**src/rtl/clause_pkg.sv**
```systemverilog
// Shared encodings and types for the clause evaluation slice.
package clause_pkg;

    localparam int DEF_NUM_VARS  = 8;
    localparam int DEF_WIDTH_LVL = 16;

    localparam logic [1:0] LIT_ABSENT   = 2'b00;
    localparam logic [1:0] LIT_POS      = 2'b01;
    localparam logic [1:0] LIT_NEG      = 2'b10;

    localparam logic [1:0] VAL_FREE     = 2'b00;
    localparam logic [1:0] VAL_CONFLICT = 2'b11;

    typedef struct packed {
        logic [1:0] val;
        logic       imp;
    } var_value_t;

endpackage

```
**src/rtl/clause_lit_cell.sv**
```systemverilog
// One literal slot: classifies the variable against the stored literal code
// and produces this slot's local value drive.
module clause_lit_cell
    import clause_pkg::*;
(
    input  logic [1:0] i_code,
    input  logic [1:0] i_val,
    input  logic       i_imp_drv,
    input  logic       i_conflict_drv,
    output logic       o_is_lit,
    output logic       o_sat,
    output logic       o_free,
    output logic       o_assigned,
    output var_value_t o_drive
);

    always_comb begin
        o_is_lit   = (i_code != LIT_ABSENT);
        // A conflict-marked variable never satisfies a literal.
        o_sat      = o_is_lit && (i_val == i_code) && (i_val != VAL_CONFLICT);
        o_free     = o_is_lit && (i_val == VAL_FREE);
        o_assigned = o_is_lit && (i_val != VAL_FREE);
        o_drive    = '0;
        if (i_imp_drv && o_free) begin
            o_drive = '{val: i_code, imp: 1'b1};
        end else if (i_conflict_drv && o_is_lit) begin
            o_drive = '{val: VAL_CONFLICT, imp: 1'b0};
        end
    end

endmodule

```
**src/rtl/clause1.sv**
```systemverilog
// Clause evaluator: stores one clause, reports satisfaction, implications and conflicts.
// Level propagation is enabled with macro CLAUSE1_LVL_EN; otherwise levels pass through.
module clause1
    import clause_pkg::*;
#(
    parameter int NUM_VARS  = DEF_NUM_VARS,
    parameter int WIDTH_LVL = DEF_WIDTH_LVL
) (
    input  logic                          clk,
    input  logic                          rst,
    input  logic [NUM_VARS*3-1:0]         var_value_i,
    input  logic [NUM_VARS*3-1:0]         var_value_down_i,
    output logic [NUM_VARS*3-1:0]         var_value_down_o,
    input  logic [NUM_VARS*WIDTH_LVL-1:0] var_lvl_i,
    input  logic [NUM_VARS*WIDTH_LVL-1:0] var_lvl_down_i,
    output logic [NUM_VARS*WIDTH_LVL-1:0] var_lvl_down_o,
    input  logic                          wr_i,
    input  logic [NUM_VARS*2-1:0]         clause_i,
    output logic [NUM_VARS*2-1:0]         clause_o,
    input  logic [4:0]                    clause_len_i,
    output logic [4:0]                    clause_len_o,
    input  logic                          apply_bkt_i,
    output logic                          all_c_sat_o
);

    localparam int CNT_W = $clog2(NUM_VARS + 1);

    logic [NUM_VARS*2-1:0] r_clause;
    logic [4:0]            r_clause_len;

    logic [NUM_VARS-1:0]   w_is_lit;
    logic [NUM_VARS-1:0]   w_sat;
    logic [NUM_VARS-1:0]   w_free;
    logic [NUM_VARS-1:0]   w_assigned;
    var_value_t            w_drive [NUM_VARS];

    logic [CNT_W-1:0]      freelitcnt;
    logic                  imp_drv;
    logic                  conflict_c_drv;
    logic [WIDTH_LVL-1:0]  cmax_lvl_from_lits;
    logic                  w_unused_imp;

    always_ff @(posedge clk or posedge rst) begin
        if (rst) begin
            r_clause     <= '0;
            r_clause_len <= '0;
        end else if (wr_i) begin
            r_clause     <= clause_i;
            r_clause_len <= clause_len_i;
        end
    end

    assign clause_o     = r_clause;
    assign clause_len_o = r_clause_len;

    for (genvar i = 0; i < NUM_VARS; i++) begin : g_cell
        clause_lit_cell u_cell (
            .i_code         (r_clause[2*i +: 2]),
            .i_val          (var_value_i[3*i+1 +: 2]),
            .i_imp_drv      (imp_drv),
            .i_conflict_drv (conflict_c_drv),
            .o_is_lit       (w_is_lit[i]),
            .o_sat          (w_sat[i]),
            .o_free         (w_free[i]),
            .o_assigned     (w_assigned[i]),
            .o_drive        (w_drive[i])
        );
    end

    always_comb begin
        freelitcnt   = '0;
        w_unused_imp = 1'b0;
        for (int i = 0; i < NUM_VARS; i++) begin
            freelitcnt   = freelitcnt + CNT_W'(w_free[i]);
            w_unused_imp = w_unused_imp ^ var_value_i[3*i];
        end
    end

    // An empty clause has no literals, so it is never satisfied and never drives.
    assign all_c_sat_o    = |w_sat;
    assign imp_drv        = !all_c_sat_o && (freelitcnt == CNT_W'(1));
    assign conflict_c_drv = !all_c_sat_o && (freelitcnt == '0) && (|w_is_lit);

    always_comb begin
        for (int i = 0; i < NUM_VARS; i++) begin
            var_value_down_o[3*i +: 3] = var_value_down_i[3*i +: 3]
                                       | (apply_bkt_i ? 3'b000 : w_drive[i]);
        end
    end

`ifdef CLAUSE1_LVL_EN
    always_comb begin
        cmax_lvl_from_lits = '0;
        for (int i = 0; i < NUM_VARS; i++) begin
            if (w_assigned[i] && (var_lvl_i[WIDTH_LVL*i +: WIDTH_LVL] > cmax_lvl_from_lits)) begin
                cmax_lvl_from_lits = var_lvl_i[WIDTH_LVL*i +: WIDTH_LVL];
            end
        end
    end

    // The implied slot inherits the deepest level among the assigned literals.
    always_comb begin
        var_lvl_down_o = var_lvl_down_i;
        for (int i = 0; i < NUM_VARS; i++) begin
            if (imp_drv && w_free[i] && !apply_bkt_i) begin
                var_lvl_down_o[WIDTH_LVL*i +: WIDTH_LVL] = cmax_lvl_from_lits;
            end
        end
    end
`else
    logic w_unused_lvl;

    assign cmax_lvl_from_lits = '0;
    assign var_lvl_down_o     = var_lvl_down_i;
    assign w_unused_lvl       = (^var_lvl_i) ^ (^w_assigned);
`endif

endmodule

```
**config.mk**
```make
export PLATFORM = sky130hd
export DESIGN_NAME = clause1
export DESIGN_NICKNAME = d
export VERILOG_FILES = /design/src/rtl/clause_pkg.sv /design/src/rtl/clause_lit_cell.sv /design/src/rtl/clause1.sv
export SDC_FILE = /design/constraint.sdc
export NUM_CORES = 1
export LEC_CHECK = 0
export ABC_AREA = 1
export BUFFER_PORTS_ARGS = -buffer_cell sky130_fd_sc_hd__buf_2
export CORE_AREA = 3 3 193 195
export DETAILED_ROUTE_END_ITERATION = 12
export DIE_AREA = 0 0 196 198
export PLACE_DENSITY = 0.32
export SETUP_SLACK_MARGIN = 0.05
export SLEW_MARGIN = 40
export SYNTH_ARGS = -nofsm -noshare
export SYNTH_HDL_FRONTEND = slang
export SYNTH_SLANG_ARGS = --single-unit
```
**constraint.sdc**
```tcl
create_clock -name clk -period 14.2 [get_ports clk]
set_input_delay 2.13 -clock clk [delete_from_list [all_inputs] [get_ports clk]]
set_output_delay 2.13 -clock clk [all_outputs]
set_load 0.005 [all_outputs]
```
==> results of run 1 <==
## path summary, 6_finish.rpt
path	endpoint	slack (ns)
max	var_value_down_o[7]	5.65
min	clause_len_o[3]	0.49
max reg2reg	clause_o[9]	13.39
min reg2reg	clause_len_o[3]	0.49
max in group asynchronous	clause_o[8]	12.02
min in group asynchronous	clause_o[3]	1.91
## sequential cells by signal, indices dropped and copies added (netlist names)
name / flops
clause_o: 16
clause_len_o: 5
## worst register-to-register path, stage by stage, from the launching register on
cell and delay, ns:
dfrtp_1 0.43, inv_1 0.15, o21ai_0 0.09
## kinds of logic after synthesis
group / Yosys count
AND/OR/NAND/NOR: 190
AO/OA/AOI/OAI: 16
buffers and inverters: 203
flip-flops: 21
XOR/XNOR: 1
multiplexers: 5
adder cells (fa/ha/maj): 7
## metal layers
layer / up-vias / GRT usage [%] / wire [um] / share of wire (%)
met1: 1067 / 7.36 / 5190 / 42
met2: 139 / 9.58 / 5250 / 43
met3: 60 / 2.69 / 1110 / 9.1
met4: 0 / 2.96 / 677 / 5.5
li1: 1192 / - / - / -
met5: - / 0 / 0 / 0
## cell usage in the layout, fill, tap and decap left out
cell type,n
nand4_1,24
nor3_1,4
clkbuf_16,3
o21ai_1,6
nor3_2,5
o21ai_0,10
nor2_2,1
nor2_4,2
nand4_2,1
clkinvlp_4,1
xor2_1,1
mux2_1,5
fa_1,4
buf_8,1
nor2_1,35
nand3_1,14
ha_1,3
inv_1,63
nand2_1,104
buf_2,110
inv_2,2
buf_4,2
dfrtp_1,21
## through the flow
stage | worst slack, ns | cell area (um^2) | hold WS [ns] | power [mW] | utilization [%]
3_3_place_gp | 5.45 | 3030 | 0.472 | 0.186 | 8.51
5_1_grt | 5.24 | 3130 | 0.512 | 0.279 | 8.79
6_report | 5.65 | 3130 | 0.486 | 0.252 | 8.79
2_1_floorplan | 6.76 | 2910 | 0.483 | 0.167 | -
3_5_place_dp | 5.48 | 3040 | 0.472 | 0.189 | 8.55
4_1_cts | 5.48 | 3130 | 0.494 | 0.265 | 8.79
## power by group
part | leakage (nW) | total (mW) | internal (mW) | switching [mW]
sequential | 0.253 | 0.0717 | 0.0653 | 0.00638
clock | 0.0371 | 0.0703 | 0.0385 | 0.0317
combinational | 1.31 | 0.110 | 0.0358 | 0.0744
total | 1.60 | 0.252 | 0.140 | 0.113
## layout make-up
cell class / count / area (um^2)
Multi-Input combinational cell: 219 / 1120
Clock inverter: 1 / 7.51
Fill cell: 4269 / 32400
Sequential cell: 21 / 526
Tap cell: 461 / 577
Clock buffer: 3 / 75.1
Timing Repair Buffer: 113 / 581
Inverter: 65 / 244
==> results.md, run 1 <==
- Endpoint class of the critical path: primary output
- CP max FO: 24
- Antenna-violating nets left: 0
- WP data required: 12.07 ns
- Lkg Pwr: 1.60 nW
- Critical-path cell list: buf_2, nor3_2, fa_1, inv_1, fa_1, inv_1, fa_1, ha_1, inv_1, fa_1, xor2_1, nand4_2, nor2_4, nand4_1, nand2_1, nand2_1, nand2_1, buf_2
- Largest net degree at the start of global routing: 38
- Vias/cell: 2.78
- HP Class: reg2reg
- Avg Cell Area, Syn: 6.57 um^2
- Wire per inst: 13.8 um
- Slowest CP cell: nor2_4
- CP Buf/Inv Count: 5
- Die outline height: 198 um
- Mux cell area share after synthesis: 1.93%
- Via count: 2,458
- Syn Nets: 779
- Clock latency on the worst-skew pair: 0.28 ns
- Levels on crit path: 18
- Placement Rows: 69
- Die ar.: 38,800 um^2
- Pwr dens: 80.7 nW/um^2
- VDD IR max: 0.0411 mV
- Compound-Gate Fraction of Synth Area: 2.75%
- DP Cell Count: 879
- Critical Path Max Stage Delay: 0.60 ns
- Hold Path Origin: clause_len_o[3]
- Worst EP arrival: 6.42 ns
- I/O Buffers: 110
- Count of different cell masters after synthesis: 21
- Setup crit start kind: input pin
- Hpwl dp: 10,300 um
- Routability cong.: 0.684
- Layout cells sized above 1: 30.3%
- Worst-margin pin slew: 0.752 ns
- Fin nets: 759
- Fmax: 117 MHz
- Status: finished clean
- CTS Hold Bufs: 0
- Post-CTS setup buffers: 0
- CTS buffer count: 3
- Total track usage: 6.18%
- Area growth syn-to-layout: 7.39%
- Initial antenna violation count: 0
- Max-slew violations: 0
- Initial Utilization: 8.18%
- Reg clk slew, reported paths: 0.08 ns
- Die Span X: 196 um
- First-pass GRT wire length: 17,000 um
- Top delay family on crit path: simple AND/OR/NAND/NOR gates
- Cell count after synthesis: 443
- WS Path Type: in2out
- Register bit total from synthesis: 21
- Worst-case clock buffer depth: 2
- Synth warnings: 0
- Antenna Cells: 0
- Vias in the first global route: 2,455
- TritonCTS Sinks: 21
- Adder-Cell Fraction of Synth Area: 4.04%
- EDFF count, synth: 0
- CTS tree: done
- Top cell type's share of synthesized area: 33.8%
- # setup viols final: 0
- Fin cells: 883
- H-tree Lvls: 1
- First DRT Iteration DRCs: 76
- XOR/XNOR share of the synthesized area: 0.301%
- Max-Slew Margin vs Limit: 49.9%
- Fin. Hold Viols: 0
- Total grt overflow: 0
- Mapped Area: 2910 um^2
- Predominant post-synthesis flop cell: dfrtp_1
- Reg2reg path depth: 2
- RSZ-0062 raised after global routing: no
- Commonest cells in the netlist: buf_4, nand2_1, inv_1
- Post-cts gate resize count: 0
- Post-Route Setup TNS: 0 ns
- Cell taking the most area after synthesis: buf_4
- Main combinational cell family by area after synthesis: buffers and inverters
- Core ar.: 35,600 um^2
- Worst reg2reg startpoint: clause_o[9]
- DR DRC count: 0
- Minimum clock period: 8.55 ns
- Period utilization: 60.2%
- Synth Area in Simple Gates: 29.3%
- Sequential fraction of the synthesis area: 18.1%
- Count leader, synth: buf_4
- Total of max-cap violations: 0
- Setup crit start: var_value_i[2]
- FFs w/ async S/R, synth: 100%
- Most used cell, CP: fa_1
- Top-level port count: 503
- Final clock skew: 0 ns
- Final Routed Wirelength: 12,200 um
- Synth area leaders: buf_4, dfrtp_1, nand2_1
- DRT Pass-1 Iters: 4
- Hold Path Cell Cnt: 1
- Clock Tree Root: clkbuf_16
(Power assumes the default switching activity.)
==> run 2: changes to the inputs <==
- ABC_AREA: 1 -> 0
- CORE_AREA: 3 3 193 195 -> 3 3 197 199
- DIE_AREA: 0 0 196 198 -> 0 0 200 202
- clock period: 14.2 -> 7.8 ns (I/O delays scaled with it)
==> results.md, run 2 <==
- Worst-margin pin slew: 0.790 ns (+0.0382 ns)
- EDFF count, synth: 0 (unchanged)
- Compound-Gate Fraction of Synth Area: 11.8% (+9.1 points)
- Sw frac: 38.2% (-6.4 points)
- Core ar.: 37,400 um^2 (+5.1%)
- Final Power: 0.429 mW (+70%)
- Synth warnings: 0 (unchanged)
- CP max FO: 17 (-29%)
- Register bit total from synthesis: 21 (unchanged)
- H-tree Lvls: 1 (unchanged)
- CTS buffer count: 3 (unchanged)
- Count of different cell masters after synthesis: 37 (+76%)
- Worst-case clock buffer depth: 2 (unchanged)
- Reg clk slew, reported paths: 0.06 ns (-0.02 ns)
- DP Cell Count: 791 (-10%)
- CTS tree: done
- Syn Nets: 639 (-18%)
- Clock Tree Root: clkbuf_16
- Die Span X: 200 um (+2.0%)
- Max reg flops: 16 (unchanged)
- Layout cells sized above 1: 50.0% (+20 points)
- Pwr dens: 144 nW/um^2 (+78%)
- Comb pwr share: 41.7% (-2.0 points)
- Fmax: 151 MHz
- Hold Path Origin: clause_len_o[1]
- I/O Buffers: 110 (unchanged)
- Synth Area in Simple Gates: 15.7% (-14 points)
- Clock network fraction of design power: 25.7% (-2.2 points)
- Top cell type's share of synthesized area: 35.2% (+1.4 points)
- RSZ-0062 raised after global routing: no
- WP data required: 6.63 ns (-5.44 ns)
- Total of max-cap violations: 0 (unchanged)
- Area growth syn-to-layout: 9.39%
- Mapped Area: 2730 um^2 (-6.1%)
- CTS Hold Bufs: 0 (unchanged)
- Mux cell area share after synthesis: 9.44% (+7.5 points)
- Total grt overflow: 0 (unchanged)
- Count leader, synth: buf_4
- Initial Utilization: 7.30% (-0.88 points)
- XOR/XNOR share of the synthesized area: 0% (-0.30 points)
- Final Routed Wirelength: 12,500 um (+2.0%)
- First DRT Iteration DRCs: 40 (-47%)
- Metal2 WL: 5460 um (+3.9%)
- Hpwl dp: 10,800 um (+4.5%)
- Total track usage: 5.85% (-0.34 points)
- Worst reg2reg startpoint: clause_o[4]
- Max-slew violations: 0 (unchanged)
- Predominant post-synthesis flop cell: dfrtp_1
- Synth area leaders: buf_4, dfrtp_1, mux2_2
- Post-Route Setup TNS: 0 ns (unchanged)
- FFs w/ async S/R, synth: 100% (unchanged)
- Vias/cell: 2.62 (-5.9%)
- Period utilization: 84.6%
- Uppermost layer routed: met5
- Setup crit start kind: input pin
- Sequential fraction of the synthesis area: 19.2% (+1.2 points)
- Cell count after synthesis: 303 (-32%)
- Fillers: 4,422 (+3.6%)
- DR DRC count: 0 (unchanged)
- Hold slack: 0.504 ns (+0.0179 ns)
- Minimum clock period: 6.60 ns
- Die ar.: 40,400 um^2 (+4.1%)
- Top-level port count: 503 (unchanged)
- Most frequent cells in the layout: buf_2, mux2_2, dfrtp_1
- First-pass GRT wire length: 16,700 um (-1.8%)
- Post-cts gate resize count: 0 (unchanged)
- Via count: 2,082 (-15%)
- Wire per inst: 15.7 um (+13%)
- Cell taking the most area after synthesis: buf_4
- Antenna Cells: 0 (unchanged)
- Met3 routed WL: 1700 um (+53%)
- Max-Slew Margin vs Limit: 47.3% (-2.5 points)
- Endpoint class of the critical path: primary output
- Largest net degree at the start of global routing: 22 (-42%)
- HP Class: reg2reg
- Adder-Cell Fraction of Synth Area: 4.31% (+0.26 points)
- Avg Cell Area, Syn: 9.01 um^2 (+37%)
- Routability cong.: 0.722 (+5.7%)
- Fin nets: 621 (-18%)
- Final clock skew: 0 ns (unchanged)
- DRT Pass-1 Iters: 4 (unchanged)
- WS Path Type: in2out
- Fin. Hold Viols: 0 (unchanged)
- Setup crit start: var_value_i[2]
- Sequential power share: 32.7% (+4.3 points)
- Flop2flop setup slack: 6.90 ns (-6.49 ns)
- Antenna-violating nets left: 0 (unchanged)
- Main combinational cell family by area after synthesis: buffers and inverters
- VDD IR max: 0.0718 mV (+75%)
- Post-CTS setup buffers: 0 (unchanged)
- Worst EP arrival: 5.43 ns (-0.99 ns)
- Placement Rows: 71 (+2.9%)
- Metal-1 WL: 4270 um (-18%)
- Lkg Pwr: 1.16 nW (-27%)
- TritonCTS Sinks: 21 (unchanged)
- Initial antenna violation count: 12 (+12)
- P_int: 0.265 mW (+90%)
- Vias in the first global route: 2,176 (-11%)
- Clock latency on the worst-skew pair: 0.25 ns (-0.03 ns)
- Switching power: 0.164 mW (+46%)
- Die outline height: 202 um (+2.0%)
- Commonest non-fill, non-tap cell in the layout: buf_2
- Commonest cells in the netlist: buf_4, dfrtp_1, mux2_2
- Status: finished clean
- Fin cells: 795 (-10%)
- # setup viols final: 0 (unchanged)
## run 2: cell count changes in the layout (fill, tap and decap cells not counted), sizes merged, moves of 5 or more
| cell | delta |
|---|---|
| a21o | +6 |
| a41oi | +12 |
| inv | -53 |
| mux2 | +17 |
| nand2 | -101 |
| nand3 | -12 |
| nand4 | -20 |
| nor2 | -25 |
| nor3b | +5 |
| nor4bb | +12 |
| o21ai | -10 |
| o21bai | +12 |
## run 2: per-stage QoR
step                      setup WS (ns)  util, %  instance area, um^2
final                              1.20     7.99                 2990
after global routing              0.906     7.99                 2990
after CTS                          1.09     7.99                 2990
after detailed placement           1.10     7.78                 2910
after global placement             1.10     7.78                 2910
after floorplan                    1.99        -                 2730
## run 2: layer usage
metal	vias up	global-route usage, %
met5	-	0
met4	24	3.89
met3	96	3.58
met2	128	8.89
met1	932	5.97
li1	902	-
## run 2: final timing paths
kind	to	cells after the start
hold reg to reg	clause_len_o[1]	1
setup / recovery	var_value_down_o[11]	16
hold / removal	clause_len_o[1]	1
max in group asynchronous	clause_o[10]	2
min in group asynchronous	clause_len_o[3]	2
setup reg to reg	clause_o[4]	1
## run 2: layout make-up
cell class	instances	area, um^2	share of cell area, %
inverter	12	45.0	1.51
timing repair buffer	113	573	19.2
clock buffer	4	78.8	2.64
tap	511	639	21.4
multi-input combinational	134	1130	37.7
sequential	21	526	17.6
## run 2: kinds of logic (layout without fill, tap and decap cells)
logic type | count (synthesis) | count (layout)
muxes | 23 | 23
adders and majority gates | 7 | 7
buffers and inverters | 148 | 129
DFF | 21 | 21
and+or+nand+nor | 62 | 62
AOI/OAI and AO/OA | 42 | 42
## run 2: power groups by stage
stage               clock (mW)  sequential (mW)  combinational, mW
floorplan                    0            0.135              0.162
global placement             0            0.142              0.184
detailed placement           0            0.142              0.185
CTS                      0.116            0.141              0.186
global route             0.120            0.143              0.200
finish                   0.110            0.140              0.179
## run 2: critical path: stages
cell and delay (ns):
buf_2 0.11, nor3_1 0.39, fa_1 0.24, inv_1 0.06
fa_1 0.52, inv_1 0.05, fa_1 0.55, ha_1 0.18
inv_1 0.06, fa_1 0.50, nor3b_2 0.16, buf_4 0.26
o311a_1 0.55, o21ai_1 0.26, o21bai_1 0.22, buf_2 0.13
==> run 3: changes to the inputs <==
- PLACE_DENSITY: 0.32 -> 0.31
- clock period: 7.8 -> 6.15 ns (I/O delays scaled with it)
==> results.md, run 3 (synthesis gave the netlist of run 2 again) <==
- Status: finished clean
- Post-Route Setup TNS: 0 ns (unchanged)
- Worst EP arrival: 4.82 ns (-0.61 ns)
- Die Span X: 200 um (unchanged)
- Worst-case clock buffer depth: 2 (unchanged)
- Final clock skew: 0 ns (unchanged)
- Hold slack: 0.501 ns (-0.00335 ns)
- Antenna-violating nets left: 0 (unchanged)
- First-pass GRT wire length: 16,000 um (-4.1%)
- H-tree Lvls: 1 (unchanged)
- Fillers: 4,403 (-0.43%)
- Total track usage: 5.55% (-0.30 points)
- Routability cong.: 0.665 (-7.9%)
- Commonest non-fill, non-tap cell in the layout: buf_2
- Total of max-cap violations: 0 (unchanged)
- Period utilization: 93.4%
- VDD IR max: 0.0883 mV (+23%)
- Worst-margin pin slew: 0.746 ns (-0.0440 ns)
- Final Power: 0.552 mW (+29%)
- Die ar.: 40,400 um^2 (unchanged)
- DRT Pass-1 Iters: 3 (-1)
- Die outline height: 202 um (unchanged)
- Max-slew violations: 0 (unchanged)
- Metal-1 WL: 4070 um (-4.8%)
- Clock Tree Root: clkbuf_16
- CTS Hold Bufs: 0 (unchanged)
- Vias in the first global route: 2,224 (+2.2%)
- Most frequent cells in the layout: buf_2, mux2_2, dfrtp_1
- Final Routed Wirelength: 11,800 um (-5.5%)
- Hpwl dp: 10,100 um (-5.9%)
- Core ar.: 37,400 um^2 (unchanged)
- Fin. Hold Viols: 0 (unchanged)
- Top-level port count: 503 (unchanged)
- Largest net degree at the start of global routing: 22 (unchanged)
- First DRT Iteration DRCs: 44 (+10%)
- Pwr dens: 179 nW/um^2 (+25%)
- Layout cells sized above 1: 53.4% (+3.4 points)
- HP Class: reg2reg
- Initial antenna violation count: 16 (+4)
- Initial Utilization: 7.30% (unchanged)
- CTS buffer count: 3 (unchanged)
- Via count: 2,125 (+2.1%)
- WP data required: 5.23 ns (-1.40 ns)
- Lkg Pwr: 1.21 nW (+4.6%)
- I/O Buffers: 110 (unchanged)
- Setup crit start kind: input pin
- Minimum clock period: 5.75 ns
- Fmax: 174 MHz
- WS Path Type: in2out
- CP max FO: 7 (-10)
- Metal2 WL: 5260 um (-3.6%)
- Reg clk slew, reported paths: 0.06 ns (about the same)
- RSZ-0062 raised after global routing: no
- Max-Slew Margin vs Limit: 50.2% (+2.9 points)
- Area growth syn-to-layout: 12.8%
- Clock latency on the worst-skew pair: 0.25 ns (about the same)
- TritonCTS Sinks: 21 (unchanged)
- Vias/cell: 2.64 (+0.80%)
- Final Util: 8.24% (+0.25 points)
- Max reg flops: 16 (unchanged)
- Wire per inst: 14.6 um (-6.7%)
- Placement Rows: 71 (unchanged)
- Fin nets: 629 (+1.3%)
- CTS tree: done
- Met3 routed WL: 1380 um (-19%)
- Uppermost layer routed: met5
- # setup viols final: 0 (unchanged)
- Endpoint class of the critical path: primary output
- Total grt overflow: 0 (unchanged)
- DR DRC count: 0 (unchanged)
==> run 3: cell types whose count changed in the layout (fill, tap and decap cells not counted), sizes merged <==
cell / previous run / this run
diode: 0 / 2
buf: 113 / 121
==> run 3: stage by stage <==
| stage | std cells | instance area (um^2) | setup WS (ns) |
|---|---|---|---|
| 6_report | 805 | 3080 | 0.403 |
| 2_1_floorplan | 303 | 2730 | 0.839 |
| 3_3_place_gp | 799 | 2970 | 0.139 |
| 5_1_grt | 805 | 3080 | 0.134 |
| 4_1_cts | 803 | 3050 | 0.204 |
| 3_5_place_dp | 799 | 2970 | 0.216 |
==> run 3: routing by layer <==
| metal | track usage, % | up-vias |
|---|---|---|
| met4 | 4.01 | 28 |
| met3 | 3.07 | 102 |
| li1 | - | 932 |
| met2 | 8.68 | 108 |
| met5 | 0 | - |
| met1 | 5.53 | 955 |
==> run 3: where the power goes <==
part           switching, mW  leakage (nW)  total, mW  internal (mW)
Combinational          0.131         0.931      0.234          0.103
Clock                 0.0523        0.0382      0.141         0.0884
Sequential            0.0254         0.246      0.177          0.152
==> run 3: cell type report <==
cell class                 instances  area (um^2)  area share, %
inverter                          12         45.0           1.46
tap                              511          639           20.7
multi-input combinational        134         1150           37.5
timing repair buffer             121          633           20.5
clock buffer                       4         78.8           2.56
antenna                            2         5.00          0.162
sequential                        21          526           17.1
==> run 3: critical path: stages <==
cell and delay, ns:
buf_2 0.11, nor3_2 0.06, fa_1 0.56, inv_1 0.06, fa_1 0.52, inv_1 0.05, fa_1 0.54, ha_1 0.18
inv_1 0.06, fa_1 0.42, a211oi_2 0.27, mux2_1 0.20, o311a_1 0.16, buf_4 0.19, o21ai_1 0.18, o21bai_1 0.21
buf_2 0.14
==> run 3: final timing paths <==
check | slack, ns | endpoint | startpoint | cells past startpoint
max in group asynchronous | 5.12 | clause_o[15] | rst | 2
min reg2reg | 0.50 | clause_len_o[4] | clause_len_o[4] | 1
min in group asynchronous | 0.69 | clause_len_o[3] | rst | 2
max reg2reg | 5.24 | clause_o[0] | clause_o[0] | 2
max | 0.40 | var_value_down_o[11] | var_value_i[1] | 17
min | 0.50 | clause_len_o[4] | clause_len_o[4] | 1
==> run 3: timing repair <==
action	CTS	global route
endpoints found under the hold margin	0	0
setup endpoints to repair	0	13
resized for setup	0	6
buffers inserted	0	0
